### config.mk
export PLATFORM = sky130hd
export DESIGN_NAME = ml_csea8
export DESIGN_NICKNAME = d
export VERILOG_FILES = /design/src/rtl/ml_csea8.sv
export SDC_FILE = /design/constraint.sdc
export NUM_CORES = 1
export LEC_CHECK = 0
export CORE_MARGIN = 2
export CORE_UTILIZATION = 44
export DETAILED_ROUTE_END_ITERATION = 10
export PLACE_DENSITY_LB_ADDON = 0.12
export SLEW_MARGIN = 40
export SYNTH_ARGS = -nofsm -noshare
export SYNTH_HDL_FRONTEND = slang
export SYNTH_SLANG_ARGS = --single-unit
### constraint.sdc
create_clock -name clk -period 0.8 [get_ports clk]
set_input_delay 0.16 -clock clk [delete_from_list [all_inputs] [get_ports clk]]
set_output_delay 0.16 -clock clk [all_outputs]
set_load 0.1 [all_outputs]
### src/rtl/ml_csea8.sv
// ----------------------------------------------------------------------------
// ml_csea8 - registered 65-bit two's-complement adder, z = x + y + c_in.
//
// Structure: multi-level carry-select adder with 8-bit blocks.
//   block 0      bits [7:0]    single 8-bit ripple adder fed by c_in
//   blocks 1..7  bits [63:8]   8-bit ripple adder pairs (carry-in 0 / 1)
//   block 8      bit  64       1-bit full-adder pair (carry-in 0 / 1)
//   level 1      16-bit groups (1,2) (3,4) (5,6) and a 9-bit group (7,8)
//   level 2      32-bit group (bits 39:8) and 25-bit group (bits 64:40)
//   final        the real carry out of block 0 picks the level-2 candidates.
//
// Ports:
//   clk    in   1   clock, rising edge
//   rst_b  in   1   asynchronous active-low reset, clears z (and ovf)
//   x      in  65   operand
//   y      in  65   operand
//   c_in   in   1   carry into bit 0 (x + ~y + 1 gives subtraction)
//   z      out 65   registered sum modulo 2^65
//   ovf    out  1   registered 64-bit signed overflow, z[64] ^ z[63]
//                   (only when ML_CSEA8_OVF_EN is defined)
//
// Configuration macro: ML_CSEA8_OVF_EN adds the ovf port and flop.
// ----------------------------------------------------------------------------
module ml_csea8 (
    input  logic        clk,
    input  logic        rst_b,
    input  logic [64:0] x,
    input  logic [64:0] y,
    input  logic        c_in,
`ifdef ML_CSEA8_OVF_EN
    output logic [64:0] z,
    output logic        ovf
`else
    output logic [64:0] z
`endif
);

    // 8-bit ripple-carry adder; result is {cout, sum[7:0]}.
    function automatic logic [8:0] rca8(input logic [7:0] a,
                                        input logic [7:0] b,
                                        input logic       ci);
        logic [8:0] r;
        logic       c;
        r = 9'd0;
        c = ci;
        for (int i = 0; i < 8; i++) begin
            r[i] = a[i] ^ b[i] ^ c;
            c    = (a[i] & b[i]) | (c & (a[i] ^ b[i]));
        end
        r[8] = c;
        return r;
    endfunction

    // Combine two 8-bit candidate blocks into a 16-bit candidate group.
    // Inputs are {cout, sum} for carry-in 0 and 1 of the lower and upper
    // block. Result layout: [15:0] sum0, [16] cout0, [32:17] sum1, [33] cout1.
    function automatic logic [33:0] grp16(input logic [8:0] lo0,
                                          input logic [8:0] lo1,
                                          input logic [8:0] hi0,
                                          input logic [8:0] hi1);
        logic [8:0] up0;
        logic [8:0] up1;
        up0 = lo0[8] ? hi1 : hi0;
        up1 = lo1[8] ? hi1 : hi0;
        return {up1[8], up1[7:0], lo1[7:0], up0[8], up0[7:0], lo0[7:0]};
    endfunction

    // Combine two 16-bit candidate groups (grp16 layout) into a 32-bit one.
    // Result layout: [31:0] sum0, [32] cout0, [64:33] sum1, [65] cout1.
    function automatic logic [65:0] grp32(input logic [33:0] lo,
                                          input logic [33:0] hi);
        logic [16:0] hi_c0;
        logic [16:0] hi_c1;
        logic [16:0] up0;
        logic [16:0] up1;
        hi_c0 = {hi[16], hi[15:0]};
        hi_c1 = {hi[33], hi[32:17]};
        up0   = lo[16] ? hi_c1 : hi_c0;
        up1   = lo[33] ? hi_c1 : hi_c0;
        return {up1[16], up1[15:0], lo[32:17], up0[16], up0[15:0], lo[15:0]};
    endfunction

    logic [8:0]  w_b0;
    logic [8:0]  w_r0 [1:7];
    logic [8:0]  w_r1 [1:7];
    logic        w_b8_s0;
    logic        w_b8_s1;
    logic [33:0] w_ga;
    logic [33:0] w_gb;
    logic [33:0] w_gc;
    logic [8:0]  w_gd_s0;
    logic [8:0]  w_gd_s1;
    logic [65:0] w_l2a;
    logic [24:0] w_l2b_s0;
    logic [24:0] w_l2b_s1;
    logic        w_c40;
    logic [64:0] w_sum;
    logic [64:0] r_z;

    assign w_b0 = rca8(x[7:0], y[7:0], c_in);

    genvar g;
    for (g = 1; g < 8; g++) begin : g_blk
        assign w_r0[g] = rca8(x[8*g+7:8*g], y[8*g+7:8*g], 1'b0);
        assign w_r1[g] = rca8(x[8*g+7:8*g], y[8*g+7:8*g], 1'b1);
    end

    // Bit 64: its carry-out is dropped, so only the two sum candidates exist.
    assign w_b8_s0 = x[64] ^ y[64];
    assign w_b8_s1 = ~(x[64] ^ y[64]);

    assign w_ga = grp16(w_r0[1], w_r1[1], w_r0[2], w_r1[2]);
    assign w_gb = grp16(w_r0[3], w_r1[3], w_r0[4], w_r1[4]);
    assign w_gc = grp16(w_r0[5], w_r1[5], w_r0[6], w_r1[6]);
    assign w_gd_s0 = {(w_r0[7][8] ? w_b8_s1 : w_b8_s0), w_r0[7][7:0]};
    assign w_gd_s1 = {(w_r1[7][8] ? w_b8_s1 : w_b8_s0), w_r1[7][7:0]};

    assign w_l2a    = grp32(w_ga, w_gb);
    assign w_l2b_s0 = {(w_gc[16] ? w_gd_s1 : w_gd_s0), w_gc[15:0]};
    assign w_l2b_s1 = {(w_gc[33] ? w_gd_s1 : w_gd_s0), w_gc[32:17]};

    // Final select: real carry ripples across the two level-2 groups.
    assign w_c40         = w_b0[8] ? w_l2a[65] : w_l2a[32];
    assign w_sum[7:0]    = w_b0[7:0];
    assign w_sum[39:8]   = w_b0[8] ? w_l2a[64:33] : w_l2a[31:0];
    assign w_sum[64:40]  = w_c40 ? w_l2b_s1 : w_l2b_s0;

    // Result register, cleared asynchronously by rst_b.
    always_ff @(posedge clk or negedge rst_b) begin
        if (!rst_b) begin
            r_z <= 65'd0;
        end else begin
            r_z <= w_sum;
        end
    end

    assign z = r_z;

`ifdef ML_CSEA8_OVF_EN
    logic r_ovf;

    // Overflow flag: result sign differs from its 64-bit sign bit.
    always_ff @(posedge clk or negedge rst_b) begin
        if (!rst_b) begin
            r_ovf <= 1'b0;
        end else begin
            r_ovf <= w_sum[64] ^ w_sum[63];
        end
    end

    assign ovf = r_ovf;
`endif

endmodule

Yosys cells after proc, flatten, opt, wreduce, memory -nomap -nowiden
Cells that the tools add are included.
{"block": "totals", "register_bits": 65, "wordCells": 478, "output_inout_bits": 65}
{"block": "op_classes", "muxes": 15, "bitwise": 462}
{"op": "1-bit XOR", "n": 171}
{"op": "1-bit AND", "n": 170}
{"op": "1-bit OR", "n": 113}
{"op": "9-bit 2-to-1 mux", "n": 8}
{"op": "17-bit 2-to-1 mux", "n": 2}
{"op": "32-bit 2-to-1 mux", "n": 1}
{"op": "25-bit 2-to-1 mux", "n": 1}
{"op": "1-bit inverter", "n": 8}
{"op": "1-bit 2-to-1 mux", "n": 3}

Logic depth before layout (Yosys ltp)
{"block": "depth", "depth_word": 20, "depth_mapped": 19, "depth_no_buf": 18}

Least setup slack after synthesis
No wires, ideal clock.
{"block": "synth_path", "path_kind": "input to register", "from": "input port y[0]", "to": "register r_z[33] (netlist: z[33])", "cell_stages": 16, "t_arrival_ns": 5.558, "path_buffers": 1, "setup_ns": 0.125, "path_slack_ns": -4.883, "cell_sequence": "fa_1 > fa_1 > fa_1 > fa_1 > fa_1 > fa_1 > inv_1 > fa_1 > inv_1 > fa_1 > o31a_1 > and3_1 > a222oi_1 > clkbuf_1 > mux2i_1 > mux2_2"}
{"block": "synth_via", "elab_chain_cells": 18, "elab_cells_between_ends": 19, "classes_between": "mux (1); bitwise (18)"}
{"element": "start, declared", "line": "28", "source": "input logic [64:0] y,"}
{"element": "1-bit XOR", "line": "48", "source": "c = (a[i] & b[i]) | (c & (a[i] ^ b[i]));"}
{"element": "1-bit AND", "line": "48"}
{"element": "1-bit OR (*)", "line": "48"}
{"element": "1-bit AND (*)", "line": "48"}
{"element": "1-bit OR (*)", "line": "48"}
{"element": "1-bit AND (*)", "line": "48"}
{"element": "1-bit OR (*)", "line": "48"}
{"element": "1-bit AND (*)", "line": "48"}
{"element": "[3 not listed]"}
{"element": "1-bit AND (*)", "line": "48"}
{"element": "1-bit OR (*)", "line": "48"}
{"element": "1-bit AND (*)", "line": "48"}
{"element": "1-bit OR (*)", "line": "48"}
{"element": "1-bit AND (*)", "line": "48"}
{"element": "1-bit OR (*)", "line": "48"}
{"element": "32-bit 2-to-1 mux (*)", "line": "125", "source": "assign w_sum[39:8] = w_b0[8] ? w_l2a[64:33] : w_l2a[31:0];"}
{"element": "net w_sum[33]", "line": "97", "source": "logic [64:0] w_sum;"}
{"element": "end signal, assigned", "line": "133", "source": "r_z <= w_sum;"}
{"element": "end, declared", "line": "98", "source": "logic [64:0] r_z;"}
Mark *: on every way through the listed nets, which the timed path passes. The rest lies on a longest branch.

Worst setup path in the final report
{"block": "layout_path", "from": "input port y[16]", "to": "register r_z[61] (netlist: z[61])"}
{"block": "layout_via", "elab_chain_cells": 20, "elab_cells_between_ends": 37, "classes_between": "mux (6); bitwise (31)"}
{"element": "1-bit AND / 1-bit XOR (equally long branches)", "line": "48"}
{"element": "1-bit OR", "line": "48"}
{"element": "1-bit AND", "line": "48"}
{"element": "1-bit OR", "line": "48"}
{"element": "1-bit AND", "line": "48"}
{"element": "1-bit OR", "line": "48"}
{"element": "1-bit AND", "line": "48"}
{"element": "1-bit OR", "line": "48"}
{"element": "[5 not listed]"}
{"element": "1-bit OR", "line": "48"}
{"element": "1-bit AND", "line": "48"}
{"element": "1-bit OR", "line": "48"}
{"element": "9-bit 2-to-1 mux, on equally long branches", "line": "63, 64"}
{"element": "17-bit 2-to-1 mux, on equally long branches", "line": "78, 79"}
{"element": "1-bit 2-to-1 mux (*)", "line": "123", "source": "assign w_c40 = w_b0[8] ? w_l2a[65] : w_l2a[32];"}
{"element": "25-bit 2-to-1 mux (*)", "line": "126", "source": "assign w_sum[64:40] = w_c40 ? w_l2b_s1 : w_l2b_s0;"}
{"element": "net w_sum[61]", "line": "97"}
Marked as above.

==> qor.yml <==
start_kind: "primary input"
mostFrequentLayoutCells: "126 x clkdlybuf4s50_1, 82 x buf_4, 71 x buf_12"
yosys.area_share.adder: 0.398
worstPathCellList: "clkdlybuf4s50_1 > inv_1 > ha_1 > inv_1 > fa_1 > fa_2 > fa_1 > fa_2 > fa_2 > fa_2 > fa_2 > a222oi_1 > buf_4 > mux2i_2 > buf_4 > o21ai_4 > nand2_4 > mux2i_4 > buf_12 > mux2_4"
layout.nets: 903
synthFlopType: "dfrtp_1"
grt_max_degree: 23
ant_nets: 0
vias_per_cell: 4.96
finalSetupViolCount: 129
synth_compound_area_frac: 0.0542
p_leak_nw: 4.06
layout-drive-gt1-share: 0.543
holdPathStages: 2
root_buffer: "clkbuf_8"
synthCells: 351
cts.sinks: 65
path_class: "primary input to flop"
largest_reg_flops: 65
dr.first_iter.drc_count: 74
worstMarginPinSlew_ns: 0.720
end_kind: "flop"
hold_class: "primary input to flop"
rows: 38
status: "finished, violations left"
cp_common_cell: "fa_2"
rsz0062_at_grt: "yes"
synth-seq-cells: 65
max_freq_mhz: 198
synthSimpleGateAreaFrac: 0.0402
crit_slowest_cell: "clkdlybuf4s50_1"
synth_cell_type_count: 42
dp_hpwl_um: 11400
io_pins: 198
routed_wl_um: 15900
critPathMaxFanout: 8
whs_endpoint: "z[0]"
slowest_delay_ns: 0.44
slew_violations: 0
postSynth.asyncResetShare: 1.00
setup_ws_ns: -4.26
min_from: "c_in"
slew_headroom: 0.518
worstSetupStartpoint: "y[16]"
cts_inserted_buffers: 9
failed_checks: "setup timing"
synth_top_family_by_area: "adder cells"
ys_seq_area_frac: 0.339
synth_nets: 590
dr_total_vias: 4014
syn_area_per_cell_um2: 13.7
min_period_over_period: 6.32
critPathRequiredTime_ns: 1.03
p_per_area_nw_per_um2: 2540
gp_congestion: 0.788
htree_levels: 3
whs_ns: 0.109
fp.dieArea_um2: 11800
overflow: 0
cts_tree: "yes"
cp.arrival_ns: 5.29
die_y_um: 108
post_dp_cell_area_um2: 8630
crit_buf_inv: 6
die_x_um: 108
final_common_cell: "clkdlybuf4s50_1"
route.detailed.drc: 0
portBuffers: 197
start_util: 0.447
synth_xor_area_frac: 0.0347
clkTransAtPathRegs_ns: 0.07
synth_edf_count: 0
cap_violations: 0
netlist_area_um2: 4800
antenna_found_initial: 0
ir_worst_vdd_v: 0.00208
grt_pass1_vias: 4594
path_delay_family: "adder cells"
antennaDiodeCount: 0
grt_pass1_wl_um: 22900
num-fill-cells: 491
fin_area_um2: 9390
clockBufferDepth: 2
dr.pass1.iters: 4
yosysWarningCount: 0
areaGrowthSynthToFinish_pct: 95.7
track_usage: 0.265
synth.area.mux_share: 0.0918
layout_min_cycle_time_ns: 5.06
core_um2: 10700
finalHoldViolCount: 0
avgRoutedWirePerCell_um: 19.7
==> what timing repair did <==
action / 4_1_cts / 5_1_grt
setup endpoints to repair: 130 / 129
hold buffers: 1 / 0
resized for setup: 59 / 56
buffers inserted: 18 / 12
pin swaps: 19 / 26
gates cloned: 1 / 0
hold endpoints to repair: 65 / 0
==> power breakdown <==
group | internal (mW) | switching [mW]
clock | 1.28 | 1.29
combinational | 6.62 | 9.19
sequential | 4.70 | 0.775
==> cell usage after synthesis, types with 2 or more instances <==
| cell type | n | area share |
|---|---|---|
| o21a_1 | 6 | 0.0094 |
| mux2_1 | 6 | 0.014 |
| nor4_1 | 4 | 0.0052 |
| mux2_2 | 24 | 0.056 |
| a21o_1 | 4 | 0.0063 |
| inv_1 | 51 | 0.040 |
| a22oi_1 | 2 | 0.0031 |
| xnor2_1 | 11 | 0.020 |
| nor3_1 | 4 | 0.0042 |
| nor2b_1 | 4 | 0.0052 |
| o21ai_0 | 3 | 0.0031 |
| xor2_1 | 8 | 0.015 |
| mux2i_1 | 8 | 0.017 |
| dfrtp_1 | 65 | 0.34 |
| fa_1 | 78 | 0.33 |
| and3_1 | 3 | 0.0039 |
| nand2_1 | 6 | 0.0047 |
| a21oi_1 | 6 | 0.0063 |
| ha_1 | 28 | 0.073 |
| nor2_1 | 8 | 0.0063 |
==> per-stage QoR <==
stage | cells | utilization | TNS, ns | worst slack, ns | power (mW)
finish | 809 | 0.874 | -243.64 | -4.26 | 23.9
global route | 809 | 0.874 | -251.62 | -4.38 | 24.7
CTS | 802 | 0.852 | -250.73 | -4.33 | 23.5
detailed placement | 767 | 0.803 | -264.81 | -5.05 | 20.2
global placement | 767 | 0.803 | -259.18 | -4.94 | 19.8
floorplan | 351 | - | -225.48 | -4.48 | 13.8
==> layout make-up <==
class                      count  area [um^2]  area share
clock inverter                 3         15.0     0.00160
clock buffer                  13          159      0.0169
sequential                    65         1870       0.199
tap                          140          175      0.0187
multi-input combinational    233         3390       0.361
inverter                      51          191      0.0204
timing repair buffer         304         3580       0.382
==> cell families after synthesis <==
| logic type | after synthesis |
|---|---|
| and+or+nand+nor | 36 |
| adders and majority gates | 106 |
| buffers and inverters | 53 |
| xor gates and xnor gates | 19 |
| DFF | 65 |
| AOI/OAI and AO/OA | 33 |
| muxes | 39 |
==> per-layer routing <==
layer  global-route usage  share of wire  up-vias  routed length (um)
met1                0.265           0.32     2036                5070
met5                    0              0        -                   0
met2                0.519           0.57      168                9090
met3               0.0796          0.071       43                1140
met4               0.0806          0.038        0                 609
li1                     -              -     1767                   -
==> worst max path at each step <==
stage / to / cells after the start
after floorplan: z[57] / 18
after global placement: z[61] / 22
after detailed placement: z[61] / 22
after CTS: z[61] / 22
after global routing: z[57] / 20
final: z[61] / 20
(Power assumes the default switching activity.)
